[config.mk]
export PLATFORM = sky130hd
export DESIGN_NAME = serial_frame_source_flat
export DESIGN_NICKNAME = d
export VERILOG_FILES = /design/src/rtl/serial_frame_source_if.sv /design/src/rtl/serial_frame_source.sv /design/src/flat_wrapper.sv
export SDC_FILE = /design/constraint.sdc
export NUM_CORES = 1
export LEC_CHECK = 0
export ABC_CLOCK_PERIOD_IN_PS = 2000
export BUFFER_PORTS_ARGS = -buffer_cell sky130_fd_sc_hd__buf_2
export CAP_MARGIN = 10
export CELL_PAD_IN_SITES_DETAIL_PLACEMENT = 2
export CELL_PAD_IN_SITES_GLOBAL_PLACEMENT = 2
export CORE_MARGIN = 2
export CORE_UTILIZATION = 33
export CTS_CLUSTER_DIAMETER = 40
export DETAILED_ROUTE_END_ITERATION = 7
export PLACE_DENSITY_LB_ADDON = 0.25
export SKIP_CTS_REPAIR_TIMING = 1
export SLEW_MARGIN = 10
export SYNTH_ARGS = -nofsm -noshare
export SYNTH_HDL_FRONTEND = slang
export SYNTH_SLANG_ARGS = --single-unit
export TNS_END_PERCENT = 50
[constraint.sdc]
create_clock -name clock -period 2 [get_ports clock]
set_input_delay 0.4 -clock clock [delete_from_list [all_inputs] [get_ports clock]]
set_output_delay 0.4 -clock clock [all_outputs]
set_load 0.01 [all_outputs]
[src/rtl/serial_frame_source_if.sv]
// Word-load handshake and serial output bundle for serial_frame_source.
// master = upstream word producer / bit consumer, slave = the serializer.
interface serial_frame_source_if #(
   parameter int WIDTH = 8
);
   logic [WIDTH-1:0] data_in;
   logic             load_valid;
   logic             load_ready;
   logic             flush;
   logic             x_out;
   logic             bit_valid;
   logic             frame_done;

   modport master (
      output data_in, load_valid, flush,
      input  load_ready, x_out, bit_valid, frame_done
   );

   modport slave (
      input  data_in, load_valid, flush,
      output load_ready, x_out, bit_valid, frame_done
   );
endinterface

[src/rtl/serial_frame_source.sv]
// Parallel-to-serial frame source: one bit per clock from a shift register,
// with a one-word holding buffer so consecutive frames stream with no gap.
module serial_frame_source #(
   parameter int   WIDTH      = 8,
   parameter bit   MSB_FIRST  = 1'b1,
   parameter logic IDLE_LEVEL = 1'b0
) (
   input logic                  clock,
   input logic                  reset,
   serial_frame_source_if.slave bus
);
   localparam int             CW      = (WIDTH > 2) ? $clog2(WIDTH) : 1;
   localparam logic [CW-1:0]  LAST    = CW'(WIDTH - 1);
   localparam int             OUT_IDX = MSB_FIRST ? WIDTH - 1 : 0;

   typedef enum logic {
      ST_IDLE  = 1'b0,
      ST_SHIFT = 1'b1
   } state_t;

   state_t           r_state;
   logic [WIDTH-1:0] r_shreg;
   logic [WIDTH-1:0] r_buf;
   logic             r_buf_full;
   logic [CW-1:0]    r_cnt;

   logic             w_load_ready;
   logic             w_accept;
   logic             w_last;
   logic [WIDTH-1:0] w_shifted;

   assign w_load_ready = ~r_buf_full & ~bus.flush & reset;
   assign w_accept     = bus.load_valid & w_load_ready;
   assign w_last       = (r_state == ST_SHIFT) && (r_cnt == LAST);
   assign w_shifted    = MSB_FIRST ? {r_shreg[WIDTH-2:0], 1'b0}
                                   : {1'b0, r_shreg[WIDTH-1:1]};

   always_ff @(posedge clock) begin
      if (!reset) begin
         r_state    <= ST_IDLE;
         r_shreg    <= '0;
         r_buf      <= '0;
         r_buf_full <= 1'b0;
         r_cnt      <= '0;
      end else if (bus.flush) begin
         r_state    <= ST_IDLE;
         r_buf_full <= 1'b0;
         r_cnt      <= '0;
      end else if (r_state == ST_IDLE || w_last) begin
         // Frame boundary: the buffered word has priority; load_ready is low
         // whenever the buffer is full, so the two loads never collide.
         if (w_last && r_buf_full) begin
            r_shreg    <= r_buf;
            r_buf_full <= 1'b0;
            r_cnt      <= '0;
            r_state    <= ST_SHIFT;
         end else if (w_accept) begin
            r_shreg <= bus.data_in;
            r_cnt   <= '0;
            r_state <= ST_SHIFT;
         end else if (w_last) begin
            r_shreg <= w_shifted;
            r_cnt   <= '0;
            r_state <= ST_IDLE;
         end
      end else begin
         r_shreg <= w_shifted;
         r_cnt   <= r_cnt + 1'b1;
         if (w_accept) begin
            r_buf      <= bus.data_in;
            r_buf_full <= 1'b1;
         end
      end
   end

   assign bus.load_ready = w_load_ready;
   assign bus.bit_valid  = (r_state == ST_SHIFT);
   assign bus.x_out      = (r_state == ST_SHIFT) ? r_shreg[OUT_IDX] : IDLE_LEVEL;
   assign bus.frame_done = w_last;
endmodule

[src/flat_wrapper.sv]
// flat-port wrapper written by rule: the top's interface ports become plain ports
module serial_frame_source_flat 
#(
   parameter int   WIDTH      = 8,
   parameter bit   MSB_FIRST  = 1'b1,
   parameter logic IDLE_LEVEL = 1'b0
)
  (clock, reset, bus_data_in, bus_load_valid, bus_flush, bus_load_ready, bus_x_out, bus_bit_valid, bus_frame_done);
  serial_frame_source_if #(.WIDTH(WIDTH)) bus_i ();
  input logic clock;
  input logic reset;
  input wire logic [$bits(bus_i.data_in)-1:0] bus_data_in;
  input wire logic [$bits(bus_i.load_valid)-1:0] bus_load_valid;
  input wire logic [$bits(bus_i.flush)-1:0] bus_flush;
  output wire logic [$bits(bus_i.load_ready)-1:0] bus_load_ready;
  output wire logic [$bits(bus_i.x_out)-1:0] bus_x_out;
  output wire logic [$bits(bus_i.bit_valid)-1:0] bus_bit_valid;
  output wire logic [$bits(bus_i.frame_done)-1:0] bus_frame_done;
  assign bus_i.data_in = bus_data_in;
  assign bus_i.load_valid = bus_load_valid;
  assign bus_i.flush = bus_flush;
  assign bus_load_ready = bus_i.load_ready;
  assign bus_x_out = bus_i.x_out;
  assign bus_bit_valid = bus_i.bit_valid;
  assign bus_frame_done = bus_i.frame_done;
  serial_frame_source #(.WIDTH(WIDTH), .MSB_FIRST(MSB_FIRST), .IDLE_LEVEL(IDLE_LEVEL)) u_core (.clock(clock), .reset(reset), .bus(bus_i));
endmodule
==> flow_metrics.env, run 1 <==
export IMPL_cts_tree="built"
export IMPL_synth_avg_cell_area_um2=8.40
export IMPL_timing_rr_start="u_core.r_cnt[0]"
export IMPL_die_y_um=62.0
export IMPL_wl_per_cell_um=16.8
export IMPL_core_area_um2=3280
export IMPL_path_clk_slew_ns=0.13
export IMPL_grt_pass1_wl_um=5090
export IMPL_clkLatencyLatePin_ns=0.31
export IMPL_die_width_um=62.0
export IMPL_instances_no_fill=193
export IMPL_fillers=389
export IMPL_fmax_ghz=0.527
export IMPL_pin_count=16
export IMPL_routed_wirelength_um=3250
export IMPL_synth_seq_area_share=0.379
export IMPL_rr_worst_depth=6
export IMPL_synth_nets=146
export IMPL_cap_violations=0
export IMPL_antenna_found_initial=0
export IMPL_fin_area_um2=1270
export IMPL_p_per_area_nw_per_um2=595
export IMPL_synth_seq_cells=21
export IMPL_total_power_uw=756
export IMPL_io_buffers=15
export IMPL_syn_instance_count=132
export IMPL_cts_buffer_depth=2
export IMPL_final_antenna_net_count=0
export IMPL_place_congestion=0.758
export IMPL_power_leakage_uw=0.000471
export IMPL_drc=0
export IMPL_arrival_ns=1.50
export IMPL_grt_pass1_vias=1028
export IMPL_syn_area_um2=1110
export IMPL_areaGrowthSynthToFinish_pct=14.6
export IMPL_finalCriticalPeriod_ns=1.90
export IMPL_overflow=0
export IMPL_firstDrtPassIters=4
export IMPL_path_max_fanout=7
export IMPL_die_area_um2=3840
export IMPL_synth_cell_types=25
export IMPL_regToRegSetupSlack_ns=0.30
export IMPL_reg2reg_to="u_core.r_shreg[0]"
export IMPL_cts_root_buf="clkbuf_4"
export IMPL_grt_use_total=0.186
export IMPL_synthArstFlopShare=0
export IMPL_fin_nets=162
export IMPL_startpoint_type="flop"
export IMPL_seq_area_um2=420
export IMPL_h_tree_depth=1
export IMPL_rows=21
export IMPL_grt_max_degree=19
export IMPL_setup_violations=0
export IMPL_synth_enable_flop_cells=0
export IMPL_criticalPathCategory="reg -> out"
export IMPL_diodes=0
export IMPL_drt_initial_drc_count=39
export IMPL_num_vias=990
export IMPL_start_util=0.338
export IMPL_required_ns=1.60
export IMPL_period_share=0.948
export IMPL_synth_flop_cell="dfxtp_1"
export IMPL_cp_startpoint="u_core.r_cnt[0]"
export IMPL_hpwl_um=2440
export IMPL_synthTopCellsByCount="dfxtp_1 (21), nand2_1 (21), a21oi_1 (20)"
export IMPL_hold_viol_final=0
export IMPL_status="completed"
export IMPL_max_vdd_ir_drop_mv=0.168
export IMPL_dpl_instance_area_um2=1240
export IMPL_ys_top_cells_by_area="dfxtp_1 (38%), a21oi_1 (9.0%), mux2_4 (8.1%)"
export IMPL_placedCellCount=189
export IMPL_synth_top_area_share=0.379
export IMPL_end_kind="output pin"
export IMPL_vias_per_cell=5.13
export IMPL_cts_buffers_inserted=3
export IMPL_multi_input_area_um2=633
export IMPL_synth_top_area_cell="dfxtp_1"
export IMPL_drive_gt1_frac=0.218
export IMPL_skew_ns=0.00326
export IMPL_clock_sinks=21
export IMPL_slew_headroom=0.749
export IMPL_drv_slew=0
export IMPL_worst_hold_path_type="in -> reg"
export IMPL_tightest_slew_ns=0.377
export IMPL_crit_end="bus_frame_done"
export IMPL_ys_warn_count=0
[power breakdown]
group	total (µW)	leakage, µW	internal (µW)	switching, µW
Sequential	436	0.000170	427	8.96
Combinational	102	0.000286	46.0	55.8
Clock	218	0.0000150	77.8	140
[registers in the layout (all words and copies together) (netlist names)]
signal	flops
u_core.r_buf_full	1
u_core.r_cnt	3
u_core.bus.bit_valid	1
u_core.r_shreg	8
u_core.r_buf	8
[worst min-delay path by stage]
stage,startpoint,endpoint,slack (ns),depth (start not counted)
2_1_floorplan,u_core.r_shreg[7],u_core.r_shreg[7],0.42,1
3_3_place_gp,u_core.r_buf[0],u_core.r_buf[0],0.44,2
3_5_place_dp,u_core.r_buf[0],u_core.r_buf[0],0.45,2
4_1_cts,bus_data_in[1],u_core.r_buf[1],0.33,3
5_1_grt,bus_data_in[0],u_core.r_buf[0],0.32,3
6_report,bus_data_in[0],u_core.r_buf[0],0.34,3
[metrics by stage]
stage	setup TNS, ns	utilization	worst slack, ns	hold WS, ns
final	0	0.387	0.104	0.337
after global routing	-0.00652	0.387	-0.00652	0.321
after CTS	-0.00490	0.386	-0.00490	0.332
after detailed placement	0	0.378	0.259	0.448
after global placement	0	0.378	0.312	0.442
after floorplan	0	-	0.562	0.425
[worst max-delay path, cell delays in order, from the launching register on]
cell,delay (ns)
dfxtp_1,0.39
ha_1,0.19
ha_2,0.28
and2_1,0.19
buf_2,0.14
[cell usage in the layout (no fill, tap or decap), drive strengths merged, types with 7 or more instances in the layout]
| cell | netlist | routed |
|---|---|---|
| buf | 3 | 20 |
| nand2 | 21 | 21 |
| mux2 | 7 | 7 |
| o21ai | 8 | 8 |
| a21boi | 8 | 8 |
| nand3 | 8 | 8 |
| o2bb2ai | 8 | 8 |
| a21oi | 21 | 21 |
| dfxtp | 21 | 21 |
[cell families after synthesis]
group | count (synthesis) | synth area share
AO/OA/AOI/OAI | 49 | 0.279
adder cells (fa/ha/maj) | 2 | 0.0226
buffers and inverters | 11 | 0.0519
flip-flops | 21 | 0.379
multiplexers | 7 | 0.0914
AND/OR/NAND/NOR | 42 | 0.176
[area by class of cell]
cell class / count / area share
Tap cell: 46 / 0.0453
Timing Repair Buffer: 20 / 0.0985
Sequential cell: 21 / 0.331
Inverter: 2 / 0.00591
Multi-Input combinational cell: 100 / 0.499
Clock buffer: 4 / 0.0207
[metal layers]
metal  part of all wire  wire length (µm)  track usage  vias up
li1                   -                 -            -      498
met1               0.45              1470        0.242      481
met2               0.52              1690        0.324       11
met3              0.025                82       0.0311        0
met4                  0                 0       0.0365        0
met5                  0                 0            0        -
(Power assumes the default switching activity.)
==> run 2, diff against run 1 <==
--- a/config.mk
+++ b/config.mk
@@ -15,6 +15,7 @@
 export CTS_CLUSTER_DIAMETER = 40
 export DETAILED_ROUTE_END_ITERATION = 7
 export PLACE_DENSITY_LB_ADDON = 0.25
+export SETUP_SLACK_MARGIN = 0.2
 export SKIP_CTS_REPAIR_TIMING = 1
 export SLEW_MARGIN = 10
 export SYNTH_ARGS = -nofsm -noshare
==> run 2 against run 1 <==
Net effect:
- clock skew grew 0.0028 ns
- sequential share of layout area shrank 0.82 points
- combinational power is essentially flat
- largest cell class unchanged
- critical endpoint unchanged
- count of clock-buffer cells in the layout is the same
==> flow_metrics.env, run 2 (synthesis gave the netlist of run 1 again) <==
export IMPL_areaGrowthSynthToFinish_pct=18.2
export IMPL_die_width_um=62.0
export IMPL_worst_hold_path_type="in -> reg"
export IMPL_num_vias=991
export IMPL_skew_ns=0.00607
export IMPL_clock_sinks=21
export IMPL_fin_nets=164
export IMPL_path_cells="ha_4 -> ha_4 -> and2_1 -> buf_2"
export IMPL_path_buf_inv=1
export IMPL_io_buffers=15
export IMPL_wl_met2_um=1700
export IMPL_instances_no_fill=195
export IMPL_drt_initial_drc_count=43
export IMPL_drive_gt1_frac=0.248
export IMPL_rsz0062_at_grt="false"
export IMPL_hold_viol_final=0
export IMPL_drv_slew=0
export IMPL_core_area_um2=3280
export IMPL_overflow=0
export IMPL_final_antenna_net_count=0
export IMPL_routed_wirelength_um=3350
export IMPL_path_common_cell="ha_4"
export IMPL_crit_family="flip-flops"
export IMPL_top_regs="u_core.r_buf (8), u_core.r_shreg (8), u_core.r_cnt (3)"
export IMPL_grt_max_degree=19
export IMPL_end_kind="output pin"
export IMPL_finalCriticalPeriod_ns=1.74
export IMPL_fin_setup_tns_ns=0
export IMPL_placedCellCount=189
export IMPL_criticalPathCategory="reg -> out"
export IMPL_total_power_uw=760
export IMPL_tightest_slew_ns=0.383
export IMPL_hpwl_um=2440
export IMPL_cap_violations=0
export IMPL_drc=0
export IMPL_max_vdd_ir_drop_mv=0.169
export IMPL_diodes=0
export IMPL_status="completed"
export IMPL_rows=21
export IMPL_start_util=0.338
export IMPL_timing_hold_ws_ns=0.334
export IMPL_pin_count=16
export IMPL_cts_root_buf="clkbuf_4"
export IMPL_fmax_ghz=0.576
export IMPL_vias_per_cell=5.08
export IMPL_h_tree_depth=1
export IMPL_path_max_fanout=3
export IMPL_cts_buffers_inserted=3
export IMPL_fin_area_um2=1310
export IMPL_power_leakage_uw=0.000480
export IMPL_required_ns=1.60
export IMPL_top_layer_used="met3"
export IMPL_arrival_ns=1.34
export IMPL_firstDrtPassIters=4
export IMPL_die_area_um2=3840
export IMPL_startpoint_type="flop"
export IMPL_wl_met1_um=1560
export IMPL_fillers=388
export IMPL_setup_violations=0
export IMPL_slew_headroom=0.745
export IMPL_grt_pass1_vias=1028
export IMPL_wl_met3_um=95
export IMPL_cts_tree="built"
export IMPL_cp_slowest_stage_delay_ns=0.37
export IMPL_grt_use_total=0.186
export IMPL_die_y_um=62.0
export IMPL_place_congestion=0.758
export IMPL_clkLatencyLatePin_ns=0.31
export IMPL_dpl_instance_area_um2=1240
export IMPL_grt_pass1_wl_um=5090
export IMPL_final_cell_mix="nand2_1 (21), a21oi_1 (20), dfxtp_1 (19)"
export IMPL_period_share=0.868
export IMPL_final_common_cell="nand2_1"
export IMPL_antenna_found_initial=0
export IMPL_critPathSlowestCell="dfxtp_2"
export IMPL_wl_per_cell_um=17.2
export IMPL_path_clk_slew_ns=0.13
export IMPL_cts_buffer_depth=2
export IMPL_p_per_area_nw_per_um2=580
## run 2: cell count changes in the layout (fill, tap and decap cells not counted), sizes merged
cell,delta
buf,+2
## run 2: where the power goes
part,internal (µW),leakage (µW),switching [µW]
registers,427,0.000171,9.35
logic,46.1,0.000294,56.3
clock network,77.9,0.0000150,143
total,551,0.000480,209
## run 2: worst paths after layout
check                    end  slack, ns  cells after the start            start
max           bus_frame_done       0.26                      4  u_core.r_cnt[0]
min          u_core.r_buf[0]       0.33                      3   bus_data_in[0]
max reg2reg  u_core.r_buf[5]       0.39                      7  u_core.r_cnt[0]
min reg2reg  u_core.r_buf[0]       0.46                      2  u_core.r_buf[0]
## run 2: final cells by class
| type | instances | area [µm²] | share of cell area |
|---|---|---|---|
| multi-input cells | 100 | 656 | 0.500 |
| well taps | 46 | 57.6 | 0.0439 |
| flip-flops and latches | 21 | 423 | 0.323 |
| repair buffers | 22 | 140 | 0.107 |
| clock buffers | 4 | 26.3 | 0.0201 |
| inverters | 2 | 7.51 | 0.00573 |
## run 2: metal layers
layer / up-vias / GRT usage
li1: 501 / -
met1: 479 / 0.242
met2: 11 / 0.324
met3: 0 / 0.0311
met4: 0 / 0.0365
met5: - / 0
## run 2: tightest hold or removal path: cells and delay by family
kind / cells / cell delay (ns)
simple gates: 1 / 0.06
compound gates: 1 / 0.05
buf+inv: 1 / 0.10
## run 2: stage by stage
stage | setup slack, ns | utilization
after CTS | -0.00490 | 0.386
after global routing | 0.210 | 0.399
after global placement | 0.312 | 0.378
final | 0.265 | 0.399
after detailed placement | 0.259 | 0.378
after floorplan | 0.562 | -
==> run 3, diff against run 2 <==
--- a/config.mk
+++ b/config.mk
@@ -5,7 +5,7 @@
 export SDC_FILE = /design/constraint.sdc
 export NUM_CORES = 1
 export LEC_CHECK = 0
-export ABC_CLOCK_PERIOD_IN_PS = 2000
+export ABC_CLOCK_PERIOD_IN_PS = 1700
 export BUFFER_PORTS_ARGS = -buffer_cell sky130_fd_sc_hd__buf_2
 export CAP_MARGIN = 10
 export CELL_PAD_IN_SITES_DETAIL_PLACEMENT = 2
@@ -14,10 +14,10 @@
 export CORE_UTILIZATION = 33
 export CTS_CLUSTER_DIAMETER = 40
 export DETAILED_ROUTE_END_ITERATION = 7
-export PLACE_DENSITY_LB_ADDON = 0.25
+export PLACE_DENSITY_LB_ADDON = 0.1
 export SETUP_SLACK_MARGIN = 0.2
 export SKIP_CTS_REPAIR_TIMING = 1
-export SLEW_MARGIN = 10
+export SLEW_MARGIN = 0
 export SYNTH_ARGS = -nofsm -noshare
 export SYNTH_HDL_FRONTEND = slang
 export SYNTH_SLANG_ARGS = --single-unit
==> constraint.sdc (replaced) <==
create_clock -name clock -period 1.7 [get_ports clock]
set_input_delay 0.34 -clock clock [delete_from_list [all_inputs] [get_ports clock]]
set_output_delay 0.34 -clock clock [all_outputs]
set_load 0.01 [all_outputs]
==> run 3 against run 2 <==
Net effect:
- clock skew decreased by 0.0018 ns
- die area unchanged
- clock power up 18%
- non-clock buffer count rose by 9
- wire length up 15%
- critical path type unchanged
- largest cell class unchanged
==> flow_metrics.env, run 3 (synthesis gave the netlist of run 1 again) <==
export IMPL_cap_violations=0
export IMPL_required_ns=1.36
export IMPL_drv_slew=0
export IMPL_wl_per_cell_um=18.8
export IMPL_cts_buffers_inserted=3
export IMPL_path_clk_slew_ns=0.13
export IMPL_final_cell_mix="nand2_1 (19), dfxtp_1 (17), buf_2 (15)"
export IMPL_die_width_um=62.0
export IMPL_io_buffers=15
export IMPL_final_setup_worst_slack_ns=0.0826
export IMPL_top_regs="u_core.r_buf (8), u_core.r_shreg (8), u_core.r_cnt (3)"
export IMPL_seq_area_um2=428
export IMPL_cts_root_buf="clkbuf_4"
export IMPL_tightest_slew_ns=0.343
export IMPL_drive_gt1_frac=0.392
export IMPL_status="completed"
export IMPL_overflow=0
export IMPL_fin_area_um2=1480
export IMPL_p_sw_uw=261
export IMPL_startpoint_type="flop"
export IMPL_vias_per_cell=5.26
export IMPL_pin_count=16
export IMPL_grt_use_total=0.199
export IMPL_regToRegSetupSlack_ns=0.20
export IMPL_criticalPathCategory="reg -> out"
export IMPL_fin_setup_tns_ns=0
export IMPL_multi_input_area_um2=727
export IMPL_antenna_found_initial=0
export IMPL_place_congestion=0.758
export IMPL_worst_hold_path_type="in -> reg"
export IMPL_hpwl_um=2470
export IMPL_pwr_share_seq=0.551
export IMPL_power_leakage_uw=0.000565
export IMPL_routed_wirelength_um=3840
export IMPL_fmax_ghz=0.618
export IMPL_arrival_ns=1.28
export IMPL_areaGrowthSynthToFinish_pct=33.4
export IMPL_fillers=379
export IMPL_p_clk_frac=0.279
export IMPL_max_vdd_ir_drop_mv=0.315
export IMPL_p_per_area_nw_per_um2=628
export IMPL_instances_no_fill=204
export IMPL_core_area_um2=3280
export IMPL_diodes=0
export IMPL_grt_pass1_vias=1071
export IMPL_pre_cts_ws_ns=0.0416
export IMPL_hold_viol_final=0
export IMPL_dpl_instance_area_um2=1250
export IMPL_fin_nets=173
export IMPL_grt_max_degree=19
export IMPL_clock_sinks=21
export IMPL_final_antenna_net_count=0
export IMPL_cts_buffer_depth=2
export IMPL_drc=0
export IMPL_final_common_cell="nand2_1"
export IMPL_cts_tree="built"
export IMPL_clkLatencyLatePin_ns=0.32
export IMPL_die_y_um=62.0
export IMPL_die_area_um2=3840
export IMPL_h_tree_depth=1
export IMPL_rsz0062_at_grt="true"
export IMPL_setup_violations=0
export IMPL_skew_ns=0.00431
export IMPL_period_share=0.951
export IMPL_end_kind="output pin"
export IMPL_grt_pass1_wl_um=5470
export IMPL_path_max_fanout=4
export IMPL_fin_util=0.450
export IMPL_placedCellCount=190
export IMPL_finalCriticalPeriod_ns=1.62
export IMPL_slew_headroom=0.770
export IMPL_comb_power_share=0.169
export IMPL_drt_initial_drc_count=45
export IMPL_rows=21
export IMPL_start_util=0.338
export IMPL_internal_power_uw=668
export IMPL_p_sw_frac=0.281
export IMPL_num_vias=1074
export IMPL_firstDrtPassIters=6
## run 3: cell types whose count changed in the layout (fill, tap and decap cells not counted), sizes merged
cell / before / now
buf: 22 / 30
clkbuf: 4 / 5
## run 3: worst max-delay path: stages, from the launching register on
cell     delay [ns]
dfxtp_2        0.36
ha_4           0.16
ha_4           0.16
and2_4         0.17
buf_6          0.11
## run 3: stage by stage
step | hold WS [ns] | total power, µW
finish | 0.281 | 929
global route | 0.287 | 973
CTS | 0.282 | 903
detailed placement | 0.451 | 648
global placement | 0.441 | 643
floorplan | 0.425 | 599
## run 3: layer usage
layer | global-route usage | vias up | routed length [µm]
met3 | 0.0311 | 5 | 63
met4 | 0.0638 | 0 | 44
li1 | - | 526 | -
met5 | 0 | - | 0
met1 | 0.286 | 532 | 1850
met2 | 0.305 | 11 | 1880
## run 3: final timing paths
path         cells past startpoint           endpoint         startpoint
max reg2reg                      5  u_core.r_shreg[6]  u_core.r_buf_full
max                              4     bus_frame_done    u_core.r_cnt[1]
min reg2reg                      2    u_core.r_buf[1]    u_core.r_buf[1]
min                              3    u_core.r_buf[1]     bus_data_in[1]
## run 3: layout make-up
class,instances,share of cell area
Timing Repair Buffer,31,0.157
Inverter,2,0.00508
Multi-Input combinational cell,100,0.492
Sequential cell,21,0.289
Tap cell,46,0.0389
Clock buffer,4,0.0178
## run 3: power groups by stage
stage          Combinational, µW  Clock, µW  Sequential (µW)
6_report                     157        260              512
5_1_grt                      170        289              514
4_1_cts                      126        264              512
3_5_place_dp                 125          0              523
3_3_place_gp                 120          0              523
2_1_floorplan               78.6          0              520
